[config.mk]
export PLATFORM = sky130hd
export DESIGN_NAME = bell_tune_player
export DESIGN_NICKNAME = d
export VERILOG_FILES = /design/src/rtl/bell_pkg.sv /design/src/rtl/bell_tune_rom.sv /design/src/rtl/bell_tune_player.sv
export SDC_FILE = /design/constraint.sdc
export NUM_CORES = 1
export LEC_CHECK = 0
export BUFFER_PORTS_ARGS = -buffer_cell sky130_fd_sc_hd__clkbuf_2
export CAP_MARGIN = 10
export CORE_MARGIN = 1.5
export CORE_UTILIZATION = 64
export DETAILED_ROUTE_END_ITERATION = 16
export PLACE_DENSITY = 0.81
export SLEW_MARGIN = 30
export SYNTH_ARGS = -nofsm -noshare
export SYNTH_HDL_FRONTEND = slang
export SYNTH_HIERARCHICAL = 1
export SYNTH_SLANG_ARGS = --single-unit
[constraint.sdc]
create_clock -name clk -period 5.2 [get_ports clk]
set_input_delay 0.26 -clock clk [delete_from_list [all_inputs] [get_ports clk]]
set_output_delay 0.26 -clock clk [all_outputs]
set_load 0.05 [all_outputs]
[src/rtl/bell_pkg.sv]
// Shared definitions for the bell stage: note codes, tune entry layout and tune ROM contents.
package bell_pkg;

   localparam logic [2:0] NOTE_REST = 3'd0;
   localparam logic [2:0] NOTE_DO   = 3'd1;
   localparam logic [2:0] NOTE_RE   = 3'd2;
   localparam logic [2:0] NOTE_MI   = 3'd3;
   localparam logic [2:0] NOTE_FA   = 3'd4;
   localparam logic [2:0] NOTE_SOL  = 3'd5;
   localparam logic [2:0] NOTE_LA   = 3'd6;
   localparam logic [2:0] NOTE_TI   = 3'd7;

   localparam int TUNE_LEN = 16;

   typedef struct packed {
      logic [2:0] note;
      logic [3:0] beats;
   } tune_entry_t;

   // beats == 0 marks the end of a tune; unlisted entries read as terminators.
   function automatic tune_entry_t tune_rom_read(input logic [1:0] tune, input logic [3:0] idx);
      tune_entry_t e;
      e = '{note: NOTE_REST, beats: 4'd0};
      case (tune)
         2'd0: begin
            if (idx < 4'd7) e = '{note: 3'(idx) + 3'd1, beats: 4'd1};
         end
         2'd1: begin
            case (idx)
               4'd0:    e = '{note: NOTE_SOL,  beats: 4'd2};
               4'd1:    e = '{note: NOTE_REST, beats: 4'd1};
               4'd2:    e = '{note: NOTE_MI,   beats: 4'd4};
               default: e = '{note: NOTE_REST, beats: 4'd0};
            endcase
         end
         2'd2: begin
            e = '{note: NOTE_REST, beats: 4'd0};
         end
         default: begin
            e = '{note: 3'(idx % 4'd7) + 3'd1, beats: 4'd1};
         end
      endcase
      return e;
   endfunction

endpackage

[src/rtl/bell_tune_rom.sv]
// Tune ROM with a registered one-cycle read; addr = {tune, idx}.
module bell_tune_rom
   import bell_pkg::*;
(
   input  logic        clk,
   input  logic [5:0]  addr,
   output tune_entry_t entry
);

   // Registered lookup so the ROM maps onto a synchronous memory.
   always_ff @(posedge clk) begin
      entry <= tune_rom_read(addr[5:4], addr[3:0]);
   end

endmodule

[src/rtl/bell_tune_player.sv]
// Note sequencer: plays one of four stored tunes on a start pulse and drives bell_code.
//
// state    | meaning
// ---------+-----------------------------------------------------------
// S_IDLE   | waiting for start; outputs quiet
// S_LOAD   | ROM entry for (tune, idx) arriving; decide note or finish
// S_PLAY   | holding the note; down-counter to the articulation gap
// S_GAP    | silence closing the entry; down-counter to next entry
// S_FINISH | one-cycle done pulse, busy released
module bell_tune_player
   import bell_pkg::*;
#(
   parameter int unsigned BEAT_CYCLES = 6_250_000,
   parameter int unsigned GAP_CYCLES  = 500_000
) (
   input  logic       clk,
   input  logic       rst,
   input  logic       start,
   input  logic       stop,
   input  logic [1:0] tune_sel,
   output logic [2:0] bell_code,
   output logic       busy,
   output logic       done
);

   typedef enum logic [2:0] {
      S_IDLE,
      S_LOAD,
      S_PLAY,
      S_GAP,
      S_FINISH
   } state_t;

   localparam logic [26:0] BEAT_W   = 27'(BEAT_CYCLES);
   localparam logic [26:0] GAP_W    = 27'(GAP_CYCLES);
   localparam logic [3:0]  IDX_LAST = 4'(TUNE_LEN - 1);

   state_t      state;
   logic [1:0]  tune_q;
   logic [3:0]  idx;
   logic [26:0] cnt;
   logic        load_wait;
   logic [3:0]  rom_idx;
   logic [26:0] play_len;
   tune_entry_t rom_entry;

   // Look ahead to the next index on the last GAP cycle so the entry is ready in LOAD.
   assign rom_idx  = (state == S_GAP && cnt == '0) ? idx + 4'd1 : idx;
   assign play_len = 27'(rom_entry.beats) * BEAT_W - GAP_W - 27'd1;

   bell_tune_rom u_rom (
      .clk   (clk),
      .addr  ({tune_q, rom_idx}),
      .entry (rom_entry)
   );

   // Sequencer FSM with registered outputs; stop aborts from any active state.
   always_ff @(posedge clk) begin
      if (rst) begin
         state     <= S_IDLE;
         tune_q    <= '0;
         idx       <= '0;
         cnt       <= '0;
         load_wait <= 1'b0;
         bell_code <= NOTE_REST;
         busy      <= 1'b0;
         done      <= 1'b0;
      end else begin
         done <= 1'b0;
         if (stop && state != S_IDLE) begin
            state     <= S_IDLE;
            cnt       <= '0;
            load_wait <= 1'b0;
            bell_code <= NOTE_REST;
            busy      <= 1'b0;
         end else begin
            case (state)
               S_IDLE: begin
                  if (start && !stop) begin
                     tune_q    <= tune_sel;
                     idx       <= '0;
                     busy      <= 1'b1;
                     load_wait <= 1'b1;
                     state     <= S_LOAD;
                  end
               end
               S_LOAD: begin
                  // After a start the tune register was just written, so the ROM needs one more cycle.
                  if (load_wait) begin
                     load_wait <= 1'b0;
                  end else if (rom_entry.beats == 4'd0) begin
                     state <= S_FINISH;
                  end else begin
                     bell_code <= rom_entry.note;
                     cnt       <= play_len;
                     state     <= S_PLAY;
                  end
               end
               S_PLAY: begin
                  if (cnt == '0) begin
                     bell_code <= NOTE_REST;
                     cnt       <= GAP_W - 27'd1;
                     state     <= S_GAP;
                  end else begin
                     cnt <= cnt - 27'd1;
                  end
               end
               S_GAP: begin
                  if (cnt == '0) begin
                     if (idx == IDX_LAST) begin
                        state <= S_FINISH;
                     end else begin
                        idx   <= idx + 4'd1;
                        state <= S_LOAD;
                     end
                  end else begin
                     cnt <= cnt - 27'd1;
                  end
               end
               S_FINISH: begin
                  done  <= 1'b1;
                  busy  <= 1'b0;
                  state <= S_IDLE;
               end
               default: begin
                  state <= S_IDLE;
               end
            endcase
         end
      end
   end

endmodule

== Yosys cells after proc, flatten, opt, wreduce, memory -nomap -nowiden ==
Index checks and enable logic that the tools add are counted.
Cells by class
  $add $sub $neg: 6
  $mul: 1
  div/mod/pow operators: 1
  order comparisons: 1
  equality and inequality tests: 16
  muxes and demuxes: 28
  bitwise logic cells: 1
  reduce and logical (&&, ||, !) cells: 23
Operator list (number)
  $mux W27: 4
  $pmux W27 S3: 1
  $sub A27 B1 Y27 const B: 2
  $pmux W7 S3: 2
  $logic_not A27 Y1: 1
  $mux W3: 9
  $sub A27 B19 Y27 const B: 1
  $mul A4 B19 Y23 const B: 1
  $mux W4: 4
  $ne A2 B2 Y1 const B: 6
  $pmux W3 S4: 1
  $reduce_and A4 Y1: 3
  $logic_not A4 Y1: 2
  $pmux W4 S2: 1
  $reduce_bool A2 Y1: 4
  $mux W7: 1
  $add A3 B1 Y3 const B: 2
  $eq A3 B2 Y1 const B: 2
  $pmux W3 S2: 1
  $reduce_bool A3 Y1: 2
  $reduce_and A5 Y1: 1
  $add A4 B1 Y4 const B: 1
  $eq A4 B1 Y1 const B: 1
  $eq A4 B2 Y1 const B: 1
  other kinds (18): 23
Word-level totals
  register bits after elaboration: 49
  input port bits: 6
  output and inout bits: 5
  word-level logic and storage cells: 87

== Logic depth before layout (Yosys ltp) ==
  depth in word-level cells: 6
  gate-level depth with buffers: 18

== Cells and area by module ==
The synthesis kept the hierarchy.
Modules (own cells, without submodules)
  bell_tune_player: times used 1, cells an instance 515, area each 3970.1 µm²
  bell_tune_rom: times used 1, cells an instance 57, area each 486.7 µm²

== Worst setup path before layout ==
Ideal clock, no wire load.
  path kind: register to register
  start point: reg cnt[16]
  end point: reg u_rom/entry[6] in the netlist's numbering
  data arrival time: 4.517 ns
  required time: 5.080 ns
  slack: 0.563 ns
  cell stages (with the launch flop): 18
  buffers on the path: 2
  cells stage by stage: dfxtp_1 > or4_1 > buf_2 > or2_1 > clkbuf_1 > or4_1 > nor4_2 > mux2_1 > ha_1 > ha_1 > a31oi_1 > xnor2_1 > ha_1 > a21oi_2 > mux2_2 > ha_1 > nor3_1 > o31ai_2
On the way
  word-level cells in the longest chain between the ends: 6
  elaborated cells between the ends (all ways): 13
RTL lines
  start, declared: RTL line bell_tune_player.sv:41  | logic [26:0] cnt;
  start signal, assigned: RTL line bell_tune_player.sv:95  | cnt <= play_len;
  start signal, assigned: RTL line bell_tune_player.sv:102  | cnt <= GAP_W - 27'd1;
  start signal, assigned: RTL line bell_tune_player.sv:105  | cnt <= cnt - 27'd1;
  $logic_not A27 Y1 (*): RTL line bell_tune_player.sv:48  | assign rom_idx = (state == S_GAP && cnt == '0) ? idx + 4'd1 : idx;
  $logic_and A1 B1 Y1 (*): RTL line bell_tune_player.sv:48
  $mux W4 (*): RTL line bell_tune_player.sv:48
  named net rom_idx[1]: RTL line bell_tune_player.sv:43  | logic [3:0] rom_idx;
  $mod A4 B3 Y4 (tied with other cells): RTL line bell_pkg.sv:40  | e = '{note: 3'(idx % 4'd7) + 3'd1, beats: 4'd1};
  $add A3 B1 Y3 (tied with other cells): RTL line bell_pkg.sv:40
  $pmux W7 S3 (*): RTL line bell_pkg.sv:24  | case (tune)
  end signal, assigned: RTL line bell_tune_rom.sv:12  | entry <= tune_rom_read(addr[5:4], addr[3:0]);
  end, declared: RTL line bell_tune_rom.sv:7  | output tune_entry_t entry
Mark *: on every way through the listed nets, which the timed path passes. The rest lies on a longest branch.
A chain may end at the register's enable or synchronous reset.

== Worst setup path in the final report ==
Same ends and word-level chain as after synthesis.

==> impl_metrics.ini <==
[status]
status = complete, no violations

[yosys]
synth_nets = 623
synthDominantCellAreaShare_pct = 21.6
synthDistinctLibCells = 78
synthTopCellsByArea = dfxtp_1, ha_1, a21oi_1
synth-seq-cells = 48
synthCells = 572
synth.most_common_cell = nor2_1
ys_seq_area_share_pct = 21.6
async_flop_share_pct = 0
avgSynthCellArea_um2 = 7.79
synth_ff_type = dfxtp_1
synth_edf_count = 0
yosys.area.top_type = dfxtp_1
syn-cell-area_um2 = 4460
ys_warn_count = 6
synth_common_cells = nor2_1, dfxtp_1, a21oi_1

[floorplanning]
core_um2 = 6760
die_w_um = 86.5
fp.dieArea_um2 = 7470
fp-row-count = 30
num_io_pins = 11
die_y_um = 86.5
start_util_pct = 66.0

[drt]
initialDrtViolationCount = 323
drt-total-wl_um = 11100
vias = 4365
via_per_inst = 6.73
route.detailed.drc = 0
firstDrtPassIters = 7
drtAntennaViolNets = 0
wl_per_cell_um = 17.2

[cts]
cts_buffers = 5
clockBufferDepth = 2
tritoncts = done
clkTransAtPathRegs_ns = 0.09
cts_sinks = 48
clockRootBuffer = clkbuf_8
htreeDepth = 2
clk_latency_ns = 0.30

[timing]
clock.fmax_mhz = 202
slew_headroom_pct = 37.2
rsz0062_at_grt = false
worst_pin_slew_ns = 0.933
finalCritPeriodShare_pct = 95.2
slew_violations = 0
layout_setup_ws_ns = 0.247
period_minus_slack_ns = 4.95
final.setup.tns_ns = 0
hold_viol = 0
skew_ns = 0.00722
setup_violations = 0

[pwr]
vdd_drop_max_mv = 0.142
power_leakage_nw = 1.90
power.total_mw = 1.61
powerDensity_nw_per_um2 = 346

[placed_design]
hpwl_um = 8390
dpl_worst_slack_ns = 0.211
place_congestion = 0.997
place.port_buffers = 10

[worst_setup_path]
critical_path_class = reg -> reg
cp-start-kind = register
critPathCaptureType = register
worstPathRequired_ns = 5.39
cp.arrival_ns = 5.14
path_max_fanout = 7

[global_route]
antenna_found_initial = 0
grt_pass1_vias = 3886
grt_max_degree = 23
grt_pass1_wl_um = 17900
overflow = 0
grt.total_usage_pct = 29.6

[cells_and_area]
num_antenna_cells = 0
final_util_pct = 68.9
area_growth_syn_to_layout_pct = 4.49
drive_above_1_share_pct = 8.26
nNetsFinal = 619

[hold_path]
hold_class = in -> reg

[job]
drv_cap = 0
[state kept, by name, indices dropped and copies added (netlist names)]
signal / flops
bell_code: 3
idx: 4
load_wait: 1
u_rom/entry: 6
done: 1
cnt: 27
state: 3
busy: 1
tune_q: 2
[cell type report]
cell class | instances | area [um^2]
flip-flops and latches | 48 | 961
clock buffers | 6 | 82.6
multi-input cells | 472 | 3290
repair buffers | 21 | 136
well taps | 80 | 100
fillers | 568 | 2100
clock inverters | 2 | 13.8
inverters | 20 | 75.1
[cell families (layout without fill, tap and decap cells)]
kind of cell               count (synthesis)  after routing  synth area share [%]
AOI/OAI and AO/OA                        192            192                  28.6
xor gates and xnor gates                  27             27                  5.31
adders and majority gates                 45             45                  14.0
buffers and inverters                     52             49                  5.02
DFF                                       48             48                  21.6
muxes                                     10             10                  2.30
other                                      1              1                0.0841
and+or+nand+nor                          197            197                  23.1
[stage by stage]
| step | area [um^2] | cells | hold slack, ns |
|---|---|---|---|
| final | 4660 | 649 | 0.196 |
| after floorplan | 4460 | 572 | 0.329 |
| after global routing | 4660 | 649 | 0.206 |
| after detailed placement | 4540 | 640 | 0.475 |
| after global placement | 4530 | 639 | 0.460 |
| after CTS | 4630 | 648 | 0.195 |
[layout by cell type, fill, tap and decap left out, types with 9 or more instances in the layout]
master | Yosys | routed
ha_1 | 37 | 37
nor3_1 | 12 | 12
nor4_1 | 9 | 9
xnor2_1 | 14 | 14
dfxtp_1 | 48 | 48
o21a_1 | 9 | 9
o21ai_0 | 40 | 40
inv_1 | 20 | 20
clkbuf_2 | 0 | 10
buf_4 | 2 | 10
nor2_1 | 53 | 53
a211oi_1 | 13 | 13
nand2_1 | 42 | 42
nand3_1 | 14 | 14
a21oi_1 | 45 | 45
xor2_1 | 13 | 13
[what timing repair did]
item,in CTS,in global routing
setup buffers,0,1
resized for setup,0,4
hold buffers,0,0
setup endpoints to repair,0,1
[report_power, final]
group | internal [mW] | switching [mW] | leakage (nW)
clock | 0.109 | 0.131 | 0.0516
sequential | 0.409 | 0.0459 | 0.390
combinational | 0.346 | 0.570 | 1.46
total | 0.864 | 0.747 | 1.90
[metal layers]
metal	track usage, %	wire length, um	up-vias
li1	-	-	2124
met1	38.4	5000	2053
met2	50.3	5230	152
met3	3.90	590	36
met4	10.6	324	0
met5	0	0	-
[critical path, stage by stage, from the launching register on]
cell     delay [ns]
dfxtp_1        0.38
or4_4          0.61
or2_1          0.32
or4_1          0.62
nor4_4         0.42
mux2_2         0.44
ha_1           0.21
ha_1           0.25
a31oi_1        0.19
xnor2_1        0.11
ha_1           0.23
a21oi_2        0.18
mux2_2         0.36
ha_1           0.20
nor3_1         0.24
o31ai_2        0.09
[path summary, 6_finish.rpt]
| path | start | to | slack, ns | cells after the start |
|---|---|---|---|---|
| max | cnt[16] | u_rom/entry[6] | 0.25 | 15 |
| min | tune_sel[0] | tune_q[0] | 0.20 | 3 |
| max reg2reg | cnt[16] | u_rom/entry[6] | 0.25 | 15 |
| min reg2reg | cnt[22] | cnt[22] | 0.49 | 2 |
No activity file was read; power rests on OpenSTA's default activity.
